<file path="src/rtl/uart_tx_ctrl.sv">
// MMIO transmit controller: queues 32-bit CPU stores in a small word FIFO
// and feeds them MSB-first, one byte at a time, to the UART transmitter.
module uart_tx_ctrl #(
  parameter int          DEPTH     = 4,
  parameter logic [31:0] TX_ADDR   = 32'h0000_7EEF,
  parameter logic [31:0] STAT_ADDR = 32'h0000_7EF0
) (
  input  logic        clk,
  input  logic        reset,
  input  logic        we,
  input  logic [31:0] address,
  input  logic [31:0] dataIn,
  output logic [31:0] rdata,
  input  logic        tx_busy,
  output logic        tx_ena,
  output logic [7:0]  tx_data,
  output logic        full,
  output logic        empty,
  output logic        drained
);

  localparam int AW = $clog2(DEPTH);
  localparam int CW = AW + 1;

  typedef enum logic [1:0] {
    IDLE,
    SEND,
    ACK,
    DONE
  } state_e;

  state_e          state_q, state_d;
  logic [31:0]     mem_q [DEPTH];
  logic [31:0]     mem_d [DEPTH];
  logic [AW-1:0]   wptr_q, wptr_d;
  logic [AW-1:0]   rptr_q, rptr_d;
  logic [CW-1:0]   count_q, count_d;
  logic [31:0]     hold_q, hold_d;
  logic [1:0]      idx_q, idx_d;
  logic            ovf_q, ovf_d;
  logic            tx_ena_q, tx_ena_d;
  logic [7:0]      tx_data_q, tx_data_d;
  logic            drained_q, drained_d;

  logic            wr_req;
  logic            ctl_wr;
  logic            push;
  logic            pop;
  logic [31:0]     head;
  logic [1:0]      idx_nx;
  logic [31:0]     stat;

  // Byte 0 is the most significant byte of the word.
  function automatic logic [7:0] sel_byte(
    input logic [31:0] w,
    input logic [1:0]  i
  );
    return w[{~i, 3'b000} +: 8];
  endfunction

  assign wr_req = we && (address == TX_ADDR);
  assign ctl_wr = we && (address == STAT_ADDR);
  assign push   = wr_req && (count_q < CW'(DEPTH));
  assign pop    = (state_q == IDLE) && (count_q != '0);
  assign head   = mem_q[rptr_q];
  assign idx_nx = idx_q + 2'd1;

  always_comb begin
    mem_d   = mem_q;
    wptr_d  = wptr_q;
    rptr_d  = rptr_q;
    count_d = count_q + CW'(push) - CW'(pop);
    ovf_d   = ovf_q;
    if (push) begin
      mem_d[wptr_q] = dataIn;
      wptr_d        = wptr_q + AW'(1);
    end
    if (pop) begin
      rptr_d = rptr_q + AW'(1);
    end
    // A write on full is dropped even if a pop happens on the same edge.
    if (wr_req && !push) begin
      ovf_d = 1'b1;
    end else if (ctl_wr && dataIn[3]) begin
      ovf_d = 1'b0;
    end
  end

  always_comb begin
    state_d   = state_q;
    hold_d    = hold_q;
    idx_d     = idx_q;
    tx_ena_d  = 1'b0;
    tx_data_d = tx_data_q;
    drained_d = 1'b0;
    unique case (state_q)
      IDLE: begin
        if (count_q != '0) begin
          hold_d    = head;
          idx_d     = 2'd0;
          tx_data_d = head[31:24];
          state_d   = SEND;
        end
      end
      SEND: begin
        if (!tx_busy) begin
          tx_ena_d = 1'b1;
          state_d  = ACK;
        end
      end
      ACK: begin
        if (tx_busy) begin
          state_d = DONE;
        end
      end
      DONE: begin
        if (!tx_busy) begin
          if (idx_q != 2'd3) begin
            idx_d     = idx_nx;
            tx_data_d = sel_byte(hold_q, idx_nx);
            state_d   = SEND;
          end else begin
            state_d   = IDLE;
            drained_d = (count_q == '0) && !wr_req;
          end
        end
      end
      default: state_d = IDLE;
    endcase
  end

  always_ff @(posedge clk) begin
    if (reset) begin
      state_q   <= IDLE;
      wptr_q    <= '0;
      rptr_q    <= '0;
      count_q   <= '0;
      hold_q    <= '0;
      idx_q     <= '0;
      ovf_q     <= 1'b0;
      tx_ena_q  <= 1'b0;
      tx_data_q <= '0;
      drained_q <= 1'b0;
      for (int i = 0; i < DEPTH; i++) begin
        mem_q[i] <= '0;
      end
    end else begin
      state_q   <= state_d;
      wptr_q    <= wptr_d;
      rptr_q    <= rptr_d;
      count_q   <= count_d;
      hold_q    <= hold_d;
      idx_q     <= idx_d;
      ovf_q     <= ovf_d;
      tx_ena_q  <= tx_ena_d;
      tx_data_q <= tx_data_d;
      drained_q <= drained_d;
      mem_q     <= mem_d;
    end
  end

  always_comb begin
    stat          = '0;
    stat[0]       = full;
    stat[1]       = empty;
    stat[2]       = (state_q != IDLE);
    stat[3]       = ovf_q;
    stat[8 +: CW] = count_q;
  end

  assign rdata   = (address == STAT_ADDR) ? stat : 32'h0;
  assign full    = (count_q == CW'(DEPTH));
  assign empty   = (count_q == '0);
  assign tx_ena  = tx_ena_q;
  assign tx_data = tx_data_q;
  assign drained = drained_q;

endmodule

</file>
<file path="config.mk">
export PLATFORM = sky130hd
export DESIGN_NAME = uart_tx_ctrl
export DESIGN_NICKNAME = d
export VERILOG_FILES = /design/src/rtl/uart_tx_ctrl.sv
export SDC_FILE = /design/constraint.sdc
export NUM_CORES = 1
export LEC_CHECK = 0
export CAP_MARGIN = 20
export CORE_MARGIN = 4
export CORE_UTILIZATION = 44
export CTS_BUF_LIST = sky130_fd_sc_hd__clkbuf_8
export DETAILED_ROUTE_END_ITERATION = 10
export GPL_TIMING_DRIVEN = 0
export MAX_ROUTING_LAYER = met4
export PLACE_DENSITY = 0.66
export SLEW_MARGIN = 20
export SYNTH_ARGS = -nofsm -noshare
export SYNTH_HDL_FRONTEND = slang
export SYNTH_SLANG_ARGS = --single-unit
</file>
<file path="constraint.sdc">
create_clock -name clk -period 7.1 [get_ports clk]
set_input_delay 2.13 -clock clk [delete_from_list [all_inputs] [get_ports clk]]
set_output_delay 2.13 -clock clk [all_outputs]
set_load 0.05 [all_outputs]
</file>
==> results.json, run 1 <==
{
  "outcome": "finished clean",
  "avgViaCountPerCell": 4.96,
  "tns_ns": 0,
  "cp_common_cell": "clkdlybuf4s50_1",
  "start_util_pct": 44.7,
  "finalSetupViolations": 0,
  "multi_input_area_mm2": 0.00460,
  "gp_congestion": 0.787,
  "peakVddDrop_v": 0.000114,
  "rows": 51,
  "cts_buffer_depth": 2,
  "final_core_util_pct": 53.4,
  "hold_violations": 0,
  "cap_violations": 0,
  "cp-start-kind": "input pin",
  "area_growth_pct": 19.5,
  "synth.avg_cell_area_um2": 10.7,
  "cts_inserted_buffers": 17,
  "timing.fmax_mhz": 148,
  "end_kind": "output pin",
  "ys_seq_area_share_pct": 41.9,
  "grt_max_degree": 17,
  "synth_seq_cells": 182,
  "report.final.slew_viol_count": 0,
  "final.setup_skew_ns": 0.0125,
  "yosysWarningCount": 0,
  "die_x_um": 149,
  "htreeDepth": 4,
  "clkLatencyLatePin_ns": 0.47,
  "cp_max_fo": 7,
  "routedWlPerCell_um": 16.7,
  "crit_chain": "clkdlybuf4s50_1 -> nor4_2 -> nand4_1 -> nor3_1 -> and2_1 -> clkdlybuf4s50_1",
  "gr-total-overflow": 0,
  "pin_count": 112,
  "drc": 0,
  "vias": 6051,
  "grtUsageTotal_pct": 19.5,
  "fill_cells": 1751,
  "ff2ff_setup_slack_ns": 4.06,
  "synthTopCellsByArea": "dfxtp_1 42%, mux2i_1 16%, nand2b_1 12%, mux4_2 10%, nand2_1 2.9%",
  "postPlaceCellArea_mm2": 0.00997,
  "clock-root-buffer": "clkbuf_8",
  "power_leakage_nw": 4.24,
  "rsz0062_at_grt": "false",
  "wl_mm": 20.3,
  "dieHeight_um": 149,
  "max_stage_delay_ns": 0.81,
  "min_path_type": "flop to flop",
  "portBuffers": 85,
  "fp.dieArea_mm2": 0.0221,
  "grt_pass1_wl_mm": 32.7,
  "post-route-period-util_pct": 95.1,
  "cts_tree": "done",
  "nNetsFinal": 1023,
  "synth.distinct_cells": 45,
  "period_minus_slack_ns": 6.75,
  "slew_headroom_pct": 49.5,
  "drive_above_1_share_pct": 14.3,
  "path_buf_inv": 2,
  "cts_resized": 0,
  "synth_area_leader_cell": "dfxtp_1",
  "firstDrtPassIters": 4,
  "final_common_cell": "dfxtp_1",
  "ant_nets": 0,
  "seqCellArea_mm2": 0.00364,
  "path_class": "input pin to output pin",
  "path_clk_slew_ns": 0.09,
  "core_area_mm2": 0.0195,
  "crit_slowest_cell": "clkdlybuf4s50_1",
  "grt_pass1_vias": 5963,
  "diodes": 0,
  "drt_iter0_markers": 344,
  "final_area_mm2": 0.0104,
  "power.density_mw_per_mm2": 184,
  "clock_sinks": 182,
  "crit_family": "simple AND/OR/NAND/NOR gates",
  "cts_setup_buffers": 0,
  "synthCells": 815,
  "synthDominantCellAreaShare_pct": 41.9,
  "layout_common_cells": "182 x dfxtp_1, 165 x nand2b_1, 140 x mux2i_1",
  "hold_buffers": 0,
  "timing_worst_slew_pin_value_ns": 0.758,
  "cp.required_ns": 4.97,
  "dp_hpwl_mm": 14.7,
  "arrival_ns": 4.62,
  "antenna_found_initial": 0,
  "synth_area_mm2": 0.00870
}
-- power by group --
group          switching, W  total, W  internal (W)
sequential     0.0000000585   0.00102       0.00102
clock              0.000383  0.000759      0.000376
combinational     0.0000713  0.000134     0.0000626
total              0.000454   0.00191       0.00146
-- metal layers --
layer	part of all wire (%)	global-route usage, %	vias to the layer above
met4	1.7	5.82	0
met5	0	-	-
met1	47	26.0	2889
met3	5.1	3.81	21
met2	46	30.3	132
li1	-	-	3009
-- final timing paths --
kind / startpoint / cells past startpoint / endpoint
hold reg to reg: hold_q[23] / 2 / hold_q[23]
setup reg to reg: count_q[2] / 14 / count_q[2]
hold / removal: hold_q[23] / 2 / hold_q[23]
setup / recovery: address[17] / 6 / rdata[3]
-- cells by family after synthesis --
group,Yosys count,share of synthesized area (%)
compound gates,49,3.40
simple gates,296,19.8
xor+xnor,4,0.403
fa+ha+maj,12,1.81
mux,180,26.5
flops,182,41.9
other cells,1,0.0431
buf+inv,91,6.21
-- final cells by class --
| class | count | share of cell area, % |
|---|---|---|
| multi-input combinational | 566 | 44.3 |
| sequential | 182 | 35.1 |
| timing repair buffer | 85 | 8.18 |
| buffer | 84 | 4.95 |
| tap | 265 | 3.19 |
| clock buffer | 20 | 2.65 |
| clock inverter | 11 | 1.44 |
| inverter | 7 | 0.253 |
-- cell usage after synthesis (all sizes together) --
master and count:
a211oi 8, a21oi 35, a221oi 1, a22oi 1, a2bb2oi 1, and2 8
and3 1, and4 4, and4b 1, and4bb 1, buf 56, clkbuf 28
conb 1, dfxtp 182, fa 1, ha 11, inv 7, mux2i 140
mux4 40, nand2 67, nand2b 165, nand3 1, nand4 7, nor2 19
nor2b 7, nor3 4, nor3b 2, nor4 5, o21ai 1, o31ai 1
o41ai 1, or3 2, or3b 1, or4 1, xnor2 2, xor2 2
-- stage by stage --
stage / setup WS (ns) / total power, W / hold WS, ns / std cells
6_report: 0.347 / 0.00191 / 0.461 / 1220
5_1_grt: 0.141 / 0.00198 / 0.474 / 1220
4_1_cts: 0.348 / 0.00193 / 0.459 / 1220
3_5_place_dp: 0.353 / 0.00118 / 0.447 / 1189
3_3_place_gp: 0.346 / 0.00118 / 0.441 / 1189
2_1_floorplan: 0.756 / 0.00112 / 0.433 / 839
-- worst reg2reg max path: stages, from the launching register on --
cell and delay (ns):
dfxtp_1 0.31, buf_2 0.17, nor3_2 0.46, nand2b_1 0.19, buf_2 0.19, inv_2 0.11
buf_2 0.21, ha_1 0.29, inv_1 0.06, ha_1 0.13, inv_1 0.05, fa_1 0.37
xor2_1 0.19, xnor2_1 0.15, nor2_1 0.05
-- flip-flops by register name, summed over array words and instances (netlist names) --
name	count
mem_q	128
wptr_q	2
ovf_q	1
count_q	3
tx_ena	1
idx_q	2
state_q	2
drained	1
rptr_q	2
tx_data	8
hold_q	32
Note: power is estimated with default switching activity, not from simulation.
==> run 2: changes to the inputs <==
--- a/config.mk
+++ b/config.mk
@@ -12,7 +12,7 @@
 export DETAILED_ROUTE_END_ITERATION = 10
 export GPL_TIMING_DRIVEN = 0
 export MAX_ROUTING_LAYER = met4
-export PLACE_DENSITY = 0.66
+export PLACE_DENSITY = 0.68
 export SLEW_MARGIN = 20
 export SYNTH_ARGS = -nofsm -noshare
 export SYNTH_HDL_FRONTEND = slang
==> constraint.sdc (replaced) <==
create_clock -name clk -period 5.75 [get_ports clk]
set_input_delay 1.725 -clock clk [delete_from_list [all_inputs] [get_ports clk]]
set_output_delay 1.725 -clock clk [all_outputs]
set_load 0.05 [all_outputs]
==> run 2 against run 1 <==
Against the previous run:
- cell count barely moved
- critical path depth unchanged
- setup slack got worse by 0.11 ns
- total power is 19% higher
- sequential power increased by 24%
- die area did not move
- worst hold slack got worse by 0.0031 ns
- largest cell class unchanged
- largest power group unchanged
==> results.json, run 2 (same netlist as run 1, synthesis figures left out) <==
{
  "layoutNonFillerInstCount": 1221,
  "arrival_ns": 3.79,
  "core_area_mm2": 0.0195,
  "cts_tree": "done",
  "outcome": "finished clean",
  "firstDrtPassIters": 5,
  "path_class": "input pin to output pin",
  "cp-start-kind": "input pin",
  "dieHeight_um": 149,
  "wl_met2_mm": 9.51,
  "vias": 6022,
  "dp_hpwl_mm": 14.6,
  "rows": 51,
  "cts_inserted_buffers": 17,
  "power_leakage_nw": 4.29,
  "cap_violations": 0,
  "clock_sinks": 182,
  "start_util_pct": 44.7,
  "grt_pass1_vias": 5894,
  "path_clk_slew_ns": 0.09,
  "report.final.slew_viol_count": 0,
  "startpoint": "address[17]",
  "reg2reg_to": "count_q[2]",
  "area_growth_pct": 19.0,
  "end_kind": "output pin",
  "rsz0062_at_grt": "false",
  "hold_buffers": 0,
  "timing.fmax_mhz": 181,
  "reg2reg_from": "count_q[2]",
  "antenna_found_initial": 0,
  "cts_setup_buffers": 0,
  "wl_met1_mm": 9.14,
  "dp_slack_ns": -0.209,
  "gp_congestion": 0.802,
  "final_common_cell": "dfxtp_1",
  "timing_worst_slew_pin_value_ns": 0.806,
  "grtUsageTotal_pct": 19.1,
  "routedWlPerCell_um": 16.5,
  "cp.required_ns": 4.03,
  "cts_resized": 7,
  "htreeDepth": 4,
  "fin_ws_ns": 0.234,
  "clock-root-buffer": "clkbuf_8",
  "hold_violations": 0,
  "power.density_mw_per_mm2": 220,
  "reg2reg_depth": 14,
  "gr-total-overflow": 0,
  "highest_layer": "met4",
  "peakVddDrop_v": 0.000155,
  "ant_nets": 0,
  "largest_register_ffs": 128,
  "fill_cells": 1757,
  "portBuffers": 85,
  "post-place-cells": 1189,
  "finalSetupViolations": 0,
  "final.setup_skew_ns": 0.0105,
  "period_minus_slack_ns": 5.52,
  "wl_met3_mm": 1.14,
  "layout_common_cells": "182 x dfxtp_1, 165 x nand2b_1, 140 x mux2i_1",
  "drive_above_1_share_pct": 14.2,
  "drc": 0,
  "die_x_um": 149,
  "holdCritStartpoint": "hold_q[22]",
  "wl_mm": 20.1,
  "pin_count": 112,
  "cp_max_fo": 7,
  "clkLatencyLatePin_ns": 0.47,
  "slew_headroom_pct": 46.3,
  "top_register": "mem_q",
  "post-route-period-util_pct": 95.9,
  "nNetsFinal": 1023,
  "ff2ff_setup_slack_ns": 2.80,
  "grt_max_degree": 17,
  "drt_iter0_markers": 359,
  "grt_pass1_wl_mm": 31.8,
  "endpoint": "rdata[3]",
  "cts_buffer_depth": 2,
  "diodes": 0,
  "min_path_type": "flop to flop",
  "total_power_w": 0.00228,
  "fp.dieArea_mm2": 0.0221,
  "avgViaCountPerCell": 4.93
}
## run 2: cell types whose count changed in the layout (fill, tap and decap cells not counted), moves of 2 or more
cell / previous run / this run
clkdlybuf4s50_1: 85 / 78
dlygate4sd2_1: 0 / 6
clkinv_2: 1 / 5
inv_1: 7 / 10
clkinvlp_4: 3 / 1
## run 2: layout make-up
cell class              count  area (um^2)  area share [%]
plain buffers              84          514            4.97
clock buffers              19          262            2.53
clock inverters            13          116            1.12
inverters                   7         26.3           0.254
multi-input cells         566         4610            44.5
flip-flops and latches    182         3640            35.2
well taps                 265          332            3.20
repair buffers             85          846            8.17
## run 2: per-stage QoR
step / area (um^2) / utilization, % / setup TNS (ns) / hold slack [ns]
after floorplan: 8790 / - / 0 / 0.433
after global placement: 9970 / 51.2 / -1.13 / 0.441
after detailed placement: 9970 / 51.2 / -1.21 / 0.447
after CTS: 10300 / 53.2 / 0 / 0.459
after global routing: 10300 / 53.2 / 0 / 0.479
final: 10300 / 53.2 / 0 / 0.458
## run 2: routing by layer
layer | global-route usage, % | vias up
met4 | 6.19 | 0
met3 | 3.44 | 18
li1 | - | 3004
met2 | 30.2 | 141
met5 | - | -
met1 | 25.0 | 2859
## run 2: power breakdown
group / leakage, nW / total, W / switching [W] / internal, W
clock network: 0.210 / 0.000854 / 0.000455 / 0.000400
logic: 2.61 / 0.000164 / 0.0000872 / 0.0000773
registers: 1.46 / 0.00126 / 0.0000000695 / 0.00126
## run 2: worst max-delay path, stage by stage
cell and delay (ns):
clkdlybuf4s50_1 0.41, nor4_2 0.30, nand4_1 0.30, nor3_2 0.37, and2_1 0.16, dlygate4sd2_1 0.53
## run 2: worst min-delay path by stage
stage	end	slack, ns	cells after the start
floorplan	hold_q[0]	0.43	2
CTS	hold_q[31]	0.46	2
detailed placement	hold_q[31]	0.45	2
global placement	hold_q[24]	0.44	2
global route	hold_q[8]	0.48	2
finish	hold_q[22]	0.46	2
